[src/rtl/id_issue_pkg.sv]
// Shared definitions for the id_issue decode/issue slice: instruction layout,
// register-file sizing and ALU operation encodings.
package id_issue_pkg;

    localparam int REG_NUM_DEF = 8;
    localparam int REG_AW      = 3;
    localparam int INSTR_W     = 16;

    localparam int IMMOP_BIT = 15;
    localparam int ALUOP_HI  = 14;
    localparam int ALUOP_LO  = 12;
    localparam int RD_HI     = 11;
    localparam int RD_LO     = 9;
    localparam int RS_HI     = 8;
    localparam int RS_LO     = 6;
    localparam int ABSEL_BIT = 5;
    localparam int IMM_HI    = 4;
    localparam int IMM_LO    = 0;

    typedef enum logic [2:0] {
        ALU_ADD = 3'd0,
        ALU_SUB = 3'd1,
        ALU_AND = 3'd2,
        ALU_OR  = 3'd3,
        ALU_XOR = 3'd4,
        ALU_SLL = 3'd5,
        ALU_SRL = 3'd6,
        ALU_SLT = 3'd7
    } aluop_e;

    // Field order mirrors the bit positions above, so a plain cast decodes a word.
    typedef struct packed {
        logic              immop;
        logic [2:0]        aluop;
        logic [REG_AW-1:0] rd;
        logic [REG_AW-1:0] rs;
        logic              absel;
        logic [4:0]        imm5;
    } instr_t;

endpackage

[src/rtl/id_regfile.sv]
// Register file for id_issue: two combinational read ports, one synchronous
// write port, r0 hardwired to zero, synchronous clear on rst.
module id_regfile #(
    parameter int WIDTH   = 16,
    parameter int REG_NUM = 8,
    parameter int AW      = 3
) (
    input  logic             clk,
    input  logic             rst,
    input  logic [AW-1:0]    ra_addr,
    input  logic [AW-1:0]    rb_addr,
    output logic [WIDTH-1:0] ra_data,
    output logic [WIDTH-1:0] rb_data,
    input  logic             wr_en,
    input  logic [AW-1:0]    wr_addr,
    input  logic [WIDTH-1:0] wr_data
);

    logic [WIDTH-1:0] regs_r [REG_NUM];

    // Storage update: clear on reset, otherwise write any register except r0.
    always_ff @(posedge clk) begin
        if (rst) begin
            for (int i = 0; i < REG_NUM; i++) begin
                regs_r[i] <= {WIDTH{1'b0}};
            end
        end else if (wr_en && (wr_addr != {AW{1'b0}})) begin
            regs_r[wr_addr] <= wr_data;
        end
    end

    assign ra_data = (ra_addr == {AW{1'b0}}) ? {WIDTH{1'b0}} : regs_r[ra_addr];
    assign rb_data = (rb_addr == {AW{1'b0}}) ? {WIDTH{1'b0}} : regs_r[rb_addr];

endmodule

[src/rtl/id_issue.sv]
// Decode-and-issue stage: scoreboarded hazard stall, registered EX bundle, write-back port.
// Define ID_ISSUE_BYPASS_EN to forward a same-cycle write-back into the read operands.
module id_issue
    import id_issue_pkg::*;
#(
    parameter int CPU_WIDTH = 16,
    parameter int REG_NUM   = REG_NUM_DEF
) (
    input  logic                 clk,
    input  logic                 rst,
    input  logic [INSTR_W-1:0]   in_instr,
    input  logic                 in_valid,
    output logic                 in_ready,
    output logic                 ex_valid,
    input  logic                 ex_ready,
    output logic [CPU_WIDTH-1:0] ex_rd,
    output logic [CPU_WIDTH-1:0] ex_rs,
    output logic [CPU_WIDTH-1:0] ex_imm,
    output logic                 ex_absel,
    output logic                 ex_immop,
    output logic [2:0]           ex_aluop,
    output logic [REG_AW-1:0]    ex_dst,
    input  logic                 wb_en,
    input  logic [REG_AW-1:0]    wb_addr,
    input  logic [CPU_WIDTH-1:0] wb_data
);

    instr_t               instr_s;
    logic [CPU_WIDTH-1:0] ra_data_s;
    logic [CPU_WIDTH-1:0] rb_data_s;
    logic [CPU_WIDTH-1:0] op_a_s;
    logic [CPU_WIDTH-1:0] op_b_s;
    logic [CPU_WIDTH-1:0] imm_s;
    logic [REG_NUM-1:0]   pending_r;
    logic [REG_NUM-1:0]   pending_eff_s;
    logic [REG_NUM-1:0]   pending_nxt_s;
    logic                 hazard_s;
    logic                 accept_s;

    assign instr_s = instr_t'(in_instr);
    assign imm_s   = {{(CPU_WIDTH-5){instr_s.imm5[4]}}, instr_s.imm5};

    id_regfile #(
        .WIDTH   (CPU_WIDTH),
        .REG_NUM (REG_NUM),
        .AW      (REG_AW)
    ) u_regfile (
        .clk     (clk),
        .rst     (rst),
        .ra_addr (instr_s.rd),
        .rb_addr (instr_s.rs),
        .ra_data (ra_data_s),
        .rb_data (rb_data_s),
        .wr_en   (wb_en),
        .wr_addr (wb_addr),
        .wr_data (wb_data)
    );

    // Pending view used by the hazard check and operand selection with optional forwarding.
    always_comb begin
        pending_eff_s = pending_r;
        op_a_s        = ra_data_s;
        op_b_s        = rb_data_s;
`ifdef ID_ISSUE_BYPASS_EN
        if (wb_en) begin
            pending_eff_s[wb_addr] = 1'b0;
        end else begin
            pending_eff_s = pending_r;
        end
        if (wb_en && (wb_addr == instr_s.rd) && (instr_s.rd != 3'd0)) begin
            op_a_s = wb_data;
        end else begin
            op_a_s = ra_data_s;
        end
        if (wb_en && (wb_addr == instr_s.rs) && (instr_s.rs != 3'd0)) begin
            op_b_s = wb_data;
        end else begin
            op_b_s = rb_data_s;
        end
`endif
    end

    // rd is checked too so a second writer to the same register waits (WAW).
    assign hazard_s = pending_eff_s[instr_s.rd] | pending_eff_s[instr_s.rs];
    assign in_ready = ~hazard_s & (~ex_valid | ex_ready);
    assign accept_s = in_valid & in_ready;

    // Scoreboard next state: write-back clears first so a same-cycle new writer wins.
    always_comb begin
        pending_nxt_s = pending_r;
        if (wb_en) begin
            pending_nxt_s[wb_addr] = 1'b0;
        end else begin
            pending_nxt_s = pending_r;
        end
        if (accept_s && (instr_s.rd != 3'd0)) begin
            pending_nxt_s[instr_s.rd] = 1'b1;
        end else begin
            pending_nxt_s[0] = 1'b0;
        end
        pending_nxt_s[0] = 1'b0;
    end

    // Scoreboard register and EX bundle register; bundle holds while EX stalls.
    always_ff @(posedge clk) begin
        if (rst) begin
            pending_r <= {REG_NUM{1'b0}};
            ex_valid  <= 1'b0;
            ex_rd     <= {CPU_WIDTH{1'b0}};
            ex_rs     <= {CPU_WIDTH{1'b0}};
            ex_imm    <= {CPU_WIDTH{1'b0}};
            ex_absel  <= 1'b0;
            ex_immop  <= 1'b0;
            ex_aluop  <= 3'd0;
            ex_dst    <= {REG_AW{1'b0}};
        end else begin
            pending_r <= pending_nxt_s;
            if (accept_s) begin
                ex_valid <= 1'b1;
                ex_rd    <= op_a_s;
                ex_rs    <= op_b_s;
                ex_imm   <= imm_s;
                ex_absel <= instr_s.absel;
                ex_immop <= instr_s.immop;
                ex_aluop <= instr_s.aluop;
                ex_dst   <= instr_s.rd;
            end else if (ex_ready) begin
                ex_valid <= 1'b0;
            end
        end
    end

endmodule

[config.mk]
export PLATFORM = sky130hd
export DESIGN_NAME = id_issue
export DESIGN_NICKNAME = d
export VERILOG_FILES = /design/src/rtl/id_issue_pkg.sv /design/src/rtl/id_regfile.sv /design/src/rtl/id_issue.sv
export SDC_FILE = /design/constraint.sdc
export NUM_CORES = 1
export LEC_CHECK = 0
export ABC_AREA = 1
export CAP_MARGIN = 10
export CORE_MARGIN = 5
export CORE_UTILIZATION = 30
export DETAILED_ROUTE_END_ITERATION = 10
export PLACE_DENSITY = 0.51
export SYNTH_ARGS = -nofsm -noshare
export SYNTH_HDL_FRONTEND = slang
export SYNTH_HIERARCHICAL = 1
export SYNTH_SLANG_ARGS = --single-unit
[constraint.sdc]
create_clock -name clk -period 8.1 [get_ports clk]
set_clock_uncertainty 0.05 [all_clocks]
set_input_delay 1.62 -clock clk [delete_from_list [all_inputs] [get_ports clk]]
set_output_delay 1.62 -clock clk [all_outputs]
set_load 0.005 [all_outputs]
==> results of run 1 <==
[critical path, cell delays in order]
cell and delay [ps]:
clkdlybuf4s50_1 760, buf_4 430, nand3_1 130, nand2_1 50, nand2_1 50, nand3_1 100
nor2_4 90, buf_4 460, clkdlybuf4s50_1 610
[power by group through the flow]
stage	clock [uW]	combinational, uW	sequential [uW]
6_report	844	364	1080
5_1_grt	906	402	1090
4_1_cts	864	364	1080
3_5_place_dp	0	363	1100
3_3_place_gp	0	363	1100
2_1_floorplan	0	236	1090
[area by class of cell]
type                       count  share of cell area [%]
timing repair buffer         107                    8.92
clock buffer                  17                    3.69
sequential                   181                    42.5
multi-input combinational    837                    33.2
inverter                     170                    5.53
clock inverter                15                    1.37
tap                          442                    4.80
[placed cells by master (no fill, tap or decap)]
master	n
inv_1	163
or2_2	1
buf_4	11
o31ai_1	1
clkinv_1	1
nor2_8	1
nand2_2	2
conb_1	16
o21ai_1	2
buf_2	3
nor2_4	1
nand4_4	5
nand3_1	145
inv_2	7
clkdlybuf4s50_1	93
inv_6	5
nor3_1	28
o211ai_1	54
a21oi_1	54
nand2_1	381
bufinv_16	1
o21ai_0	6
a21oi_2	1
nor2_1	126
nor3_2	4
clkinv_4	4
inv_8	4
edfxtp_1	128
dfxtp_1	53
clkbuf_16	17
nand4_1	7
nand2_4	2
[cells by family (layout without fill, tap and decap cells)]
group	count (synthesis)	count (layout)	synth area share [%]
other cells	1	16	0.0377
flops	181	181	49.3
simple gates	703	703	30.4
compound gates	118	118	7.35
buf+inv	265	309	12.9
[flip-flops by register name (all words and copies together), names as in the netlist, 3 cells and up]
register,count
pending_eff_s,7
ex_aluop,3
u_regfile/regs_r,128
ex_rd,16
ex_imm,5
ex_dst,3
ex_rs,16
[worst min path at each step]
| stage | end | cells after the start | slack, ps | from |
|---|---|---|---|---|
| CTS | ex_absel | 2 | 410 | ex_absel |
| global placement | ex_imm[1] | 2 | 400 | ex_imm[1] |
| global route | ex_rs[4] | 2 | 430 | ex_rs[4] |
| finish | ex_imm[1] | 2 | 410 | ex_imm[1] |
| detailed placement | ex_imm[1] | 2 | 400 | ex_imm[1] |
| floorplan | pending_eff_s[2] | 2 | 400 | pending_eff_s[2] |
[metal layers]
layer | GRT usage (%) | up-vias | part of all wire (%)
met1 | 25.6 | 3925 | 50
li1 | - | 4159 | -
met3 | 4.03 | 20 | 8.4
met2 | 23.1 | 290 | 41
met4 | 3.65 | 0 | 1.1
met5 | 0 | - | 0
[per-stage QoR]
stage	utilization [%]	cell area (sq um)	hold WS [ps]	power, uW	instances
after floorplan	-	10000	404	1330	1283
after global routing	35.4	11500	430	2400	1769
after detailed placement	33.6	10900	403	1460	1737
final	35.4	11500	410	2290	1769
after CTS	35.4	11500	414	2310	1769
after global placement	33.6	10900	397	1460	1737
==> results.json, run 1 <==
{
  "ff2ff_setup_slack_ps": 5830,
  "cts_resized": 0,
  "syn_area_per_cell_sq_um": 7.85,
  "rsz0062_at_grt": "false",
  "ctsHoldBuffers": 0,
  "area.growth.synth_to_final_pct": 15.8,
  "place.gp.congestion": 0.811,
  "routedWlPerCell_um": 17.3,
  "yosys.area.top_type": "edfxtp_1",
  "ys_seq_elements": 181,
  "hold_violations": 0,
  "status": "completed",
  "drt_first_iter_violations": 876,
  "min_period_ps": 6000,
  "route.detailed.drc": 0,
  "cp-end-kind": "output port",
  "pre_cts_ws_ps": 2080,
  "fin_nets": 1354,
  "r2r_end": "ex_rs[2]",
  "synthesis.area_sq_um": 9960,
  "cts.clk_slew.worst_paths_ps": 80,
  "core_area_sq_um": 32600,
  "firstDrtPassIters": 5,
  "power.internal_uw": 1620,
  "hpwl_um": 20900,
  "switchingPower_uw": 671,
  "finalMaxSlewViolations": 0,
  "grt_pass1_vias": 7677,
  "worstPathArrival_ps": 4330,
  "grt_pass1_wl_um": 47300,
  "grt_max_degree": 110,
  "cts.htree.levels": 4,
  "synth_ff_type": "edfxtp_1",
  "syn_inst": 1268,
  "synthMostInstantiatedCell": "nand2_1",
  "relSlewSlack_pct": 20.0,
  "worstSetupStartpoint": "in_instr[7]",
  "viasPerCell": 4.75,
  "yosys_warnings": 6,
  "p_leak_uw": 0.00498,
  "clkPwrFrac_pct": 36.9,
  "drv_cap": 0,
  "setup_viol": 0,
  "timing.rr.start": "pending_eff_s[7]",
  "track_usage_pct": 16.6,
  "path_class": "input pin to output port",
  "cts_tree": "yes",
  "diodes": 0,
  "tightest_slew_ps": 1200,
  "cts-root-buf": "clkbuf_16",
  "seq_area_sq_um": 4900,
  "async_flop_share_pct": 0,
  "fin_tns_setup_ps": 0,
  "period_share_pct": 74.1,
  "yosysUniqueCellTypes": 28,
  "power_density_nw_per_um2": 198,
  "cp-endpoint": "in_ready",
  "clock_path_buffers": 2,
  "power.share.switching_pct": 29.3,
  "combPwrFrac_pct": 15.9,
  "multi_input_area_sq_um": 3820,
  "io_buffer_count": 97,
  "synth_edf_count": 128,
  "clock_latency_ps": 440,
  "yosys-top-cells-area": "edfxtp_1 39%, nand2_1 14%, dfxtp_1 11%",
  "fin_ws_ps": 2100,
  "vias": 8394,
  "postCtsSetupBuffers": 0,
  "chipHeight_um": 192,
  "max_freq_mhz": 167,
  "totalWireLength_um": 30700,
  "r2r_cells": 11,
  "start_util_pct": 30.5,
  "die-area_sq_um": 36900,
  "peakVddDrop_mv": 0.106,
  "synth_common_cells": "381 x nand2_1, 163 x inv_1, 145 x nand3_1",
  "crit_required_ps": 6430,
  "ys_seq_area_share_pct": 49.3,
  "hold_class": "register to register",
  "start_kind": "input pin",
  "clock-sinks": 181,
  "num_rows": 66,
  "chipWidth_um": 192,
  "yosysTopAreaCellShare_pct": 38.6,
  "pin_count": 98,
  "layout-drive-gt1-share_pct": 5.20,
  "antenna_found_initial": 0,
  "cts_buffers": 17,
  "drtAntennaViolNets": 0,
  "grt_overflow": 0,
  "seqPwrFrac_pct": 47.2,
  "fillers": 3411,
  "path_max_fanout": 54
}
Note: power is estimated with default switching activity, not from simulation.
==> run 2, diff against run 1 <==
--- a/config.mk
+++ b/config.mk
@@ -10,7 +10,7 @@
 export CORE_MARGIN = 5
 export CORE_UTILIZATION = 30
 export DETAILED_ROUTE_END_ITERATION = 10
-export PLACE_DENSITY = 0.51
+export PLACE_DENSITY = 0.53
 export SYNTH_ARGS = -nofsm -noshare
 export SYNTH_HDL_FRONTEND = slang
 export SYNTH_HIERARCHICAL = 1
==> constraint.sdc (replaced) <==
create_clock -name clk -period 5.3 [get_ports clk]
set_clock_uncertainty 0.05 [all_clocks]
set_input_delay 1.06 -clock clk [delete_from_list [all_inputs] [get_ports clk]]
set_output_delay 1.06 -clock clk [all_outputs]
set_load 0.005 [all_outputs]
==> results.json, run 2 (synthesized netlist as in run 1, its figures left out) <==
{
  "status": "completed",
  "path_class": "input pin to output port",
  "cp_common_cell": "clkdlybuf4s50_1",
  "stdcell_count": 1773,
  "period_share_pct": 72.4,
  "tightest_slew_ps": 899,
  "routedWlPerCell_um": 17.1,
  "worstSetupStartpoint": "in_instr[8]",
  "clock-sinks": 181,
  "crit_required_ps": 4190,
  "start_util_pct": 30.5,
  "chipWidth_um": 192,
  "routed.top_layer": "met4",
  "cts.htree.levels": 4,
  "drtAntennaViolNets": 0,
  "hold_start": "ex_aluop[0]",
  "seq_area_sq_um": 4900,
  "final_common_cell": "nand2_1",
  "start_kind": "input pin",
  "drv_cap": 0,
  "place.gp.congestion": 0.807,
  "cts_tree": "yes",
  "num_rows": 66,
  "max_stage_delay_ps": 500,
  "cts_buffers": 17,
  "track_usage_pct": 16.3,
  "cts-root-buf": "clkbuf_16",
  "cp.depth": 7,
  "fillers": 3421,
  "cts.clk_slew.worst_paths_ps": 70,
  "setup_viol": 0,
  "regMostFlops": "u_regfile/regs_r",
  "hpwl_um": 19700,
  "layout-drive-gt1-share_pct": 5.56,
  "grt_pass1_wl_um": 46700,
  "wl_met3_um": 2340,
  "r2r_cells": 11,
  "grt_overflow": 0,
  "firstDrtPassIters": 5,
  "grt_pass1_vias": 7840,
  "path_max_fanout": 22,
  "min_period_ps": 3840,
  "die-area_sq_um": 36900,
  "rsz0062_at_grt": "false",
  "hold_violations": 0,
  "p_leak_uw": 0.00502,
  "cp_cell_sequence": "clkdlybuf4s50_1 -> buf_4 -> inv_1 -> nand2_1 -> nand3_1 -> nor2_4 -> clkdlybuf4s50_1",
  "fin_total_pwr_uw": 3560,
  "grt_max_degree": 86,
  "pin_count": 98,
  "dpl_cell_area_sq_um": 11000,
  "timing.rr.start": "pending_eff_s[1]",
  "postCtsSetupBuffers": 0,
  "antenna_found_initial": 0,
  "diodes": 0,
  "final_area_sq_um": 11600,
  "fin_tns_setup_ps": 0,
  "fin_nets": 1358,
  "min_delay_path_depth": 2,
  "wl_met2_um": 13400,
  "final_cell_mix": "381 x nand2_1, 163 x inv_1, 145 x nand3_1",
  "top_regs": "u_regfile/regs_r x128, ex_rd x16, ex_rs x16",
  "chipHeight_um": 192,
  "crit_buf_inv": 4,
  "post-place-cells": 1741,
  "finalMaxSlewViolations": 0,
  "largest_register_ffs": 128,
  "critPathSlowestCell": "clkdlybuf4s50_1",
  "power_density_nw_per_um2": 307,
  "worstPathArrival_ps": 2730,
  "cts_resized": 0,
  "cp_top_family": "buffers and inverters",
  "relSlewSlack_pct": 40.1,
  "max_freq_mhz": 261,
  "cp-end-kind": "output port",
  "viasPerCell": 4.78,
  "core_area_sq_um": 32600,
  "route.detailed.drc": 0,
  "drt_first_iter_violations": 763,
  "peakVddDrop_mv": 0.157,
  "vias": 8472,
  "clock_latency_ps": 430,
  "clock_path_buffers": 2,
  "drt-met1-wl_um": 14400,
  "ctsHoldBuffers": 0,
  "hold_class": "register to register",
  "area.growth.synth_to_final_pct": 16.5,
  "multi_input_area_sq_um": 3820,
  "io_buffer_count": 97,
  "totalWireLength_um": 30400
}
==> run 2: changes by cell type in the layout (fill, tap and decap cells not counted), moves of 2 or more <==
cell / delta
inv_8: -2
inv_6: -2
buf_4: +4
bufinv_16: +2
clkinv_2: +2
==> run 2: per-layer routing <==
metal,vias to the layer above,track usage (%)
met3,21,3.14
met4,0,3.54
met5,-,0
li1,4157,-
met2,317,25.1
met1,3977,23.9
==> run 2: report_power, final <==
group          switching [uW]  internal, uW  leakage (uW)  total [uW]
Clock                     592           757      0.000305        1350
Sequential               40.2          1610       0.00166        1650
Combinational             365           194       0.00305         559
==> run 2: metrics by stage <==
step	utilization (%)	hold WS [ps]	setup slack (ps)
2_1_floorplan	-	404	2200
3_3_place_gp	33.7	398	1450
3_5_place_dp	33.7	401	1460
4_1_cts	35.6	413	1440
5_1_grt	35.6	435	1380
6_report	35.6	411	1460
==> run 2: worst reg2reg max path, cell delays in order, from the launching register on <==
cell and delay (ps):
dfxtp_1 350, nand2_1 80, inv_1 40, nand2_1 50
nand2_1 50, nor2_1 100, nand3_1 130, nor2_4 100
buf_4 480, nand2_4 480, nand2_1 200, a21oi_1 70
==> run 2: layout make-up <==
class	count	area share (%)
inverter	170	5.50
sequential	181	42.3
timing repair buffer	111	9.13
clock inverter	15	1.69
multi-input combinational	837	33.0
tap	442	4.77
clock buffer	17	3.67
==> run 2: final timing paths <==
kind                 endpoint  slack, ps
setup / recovery     in_ready       1460
hold / removal    ex_aluop[0]        410
setup reg to reg     ex_rd[0]       3000
hold reg to reg   ex_aluop[0]        410
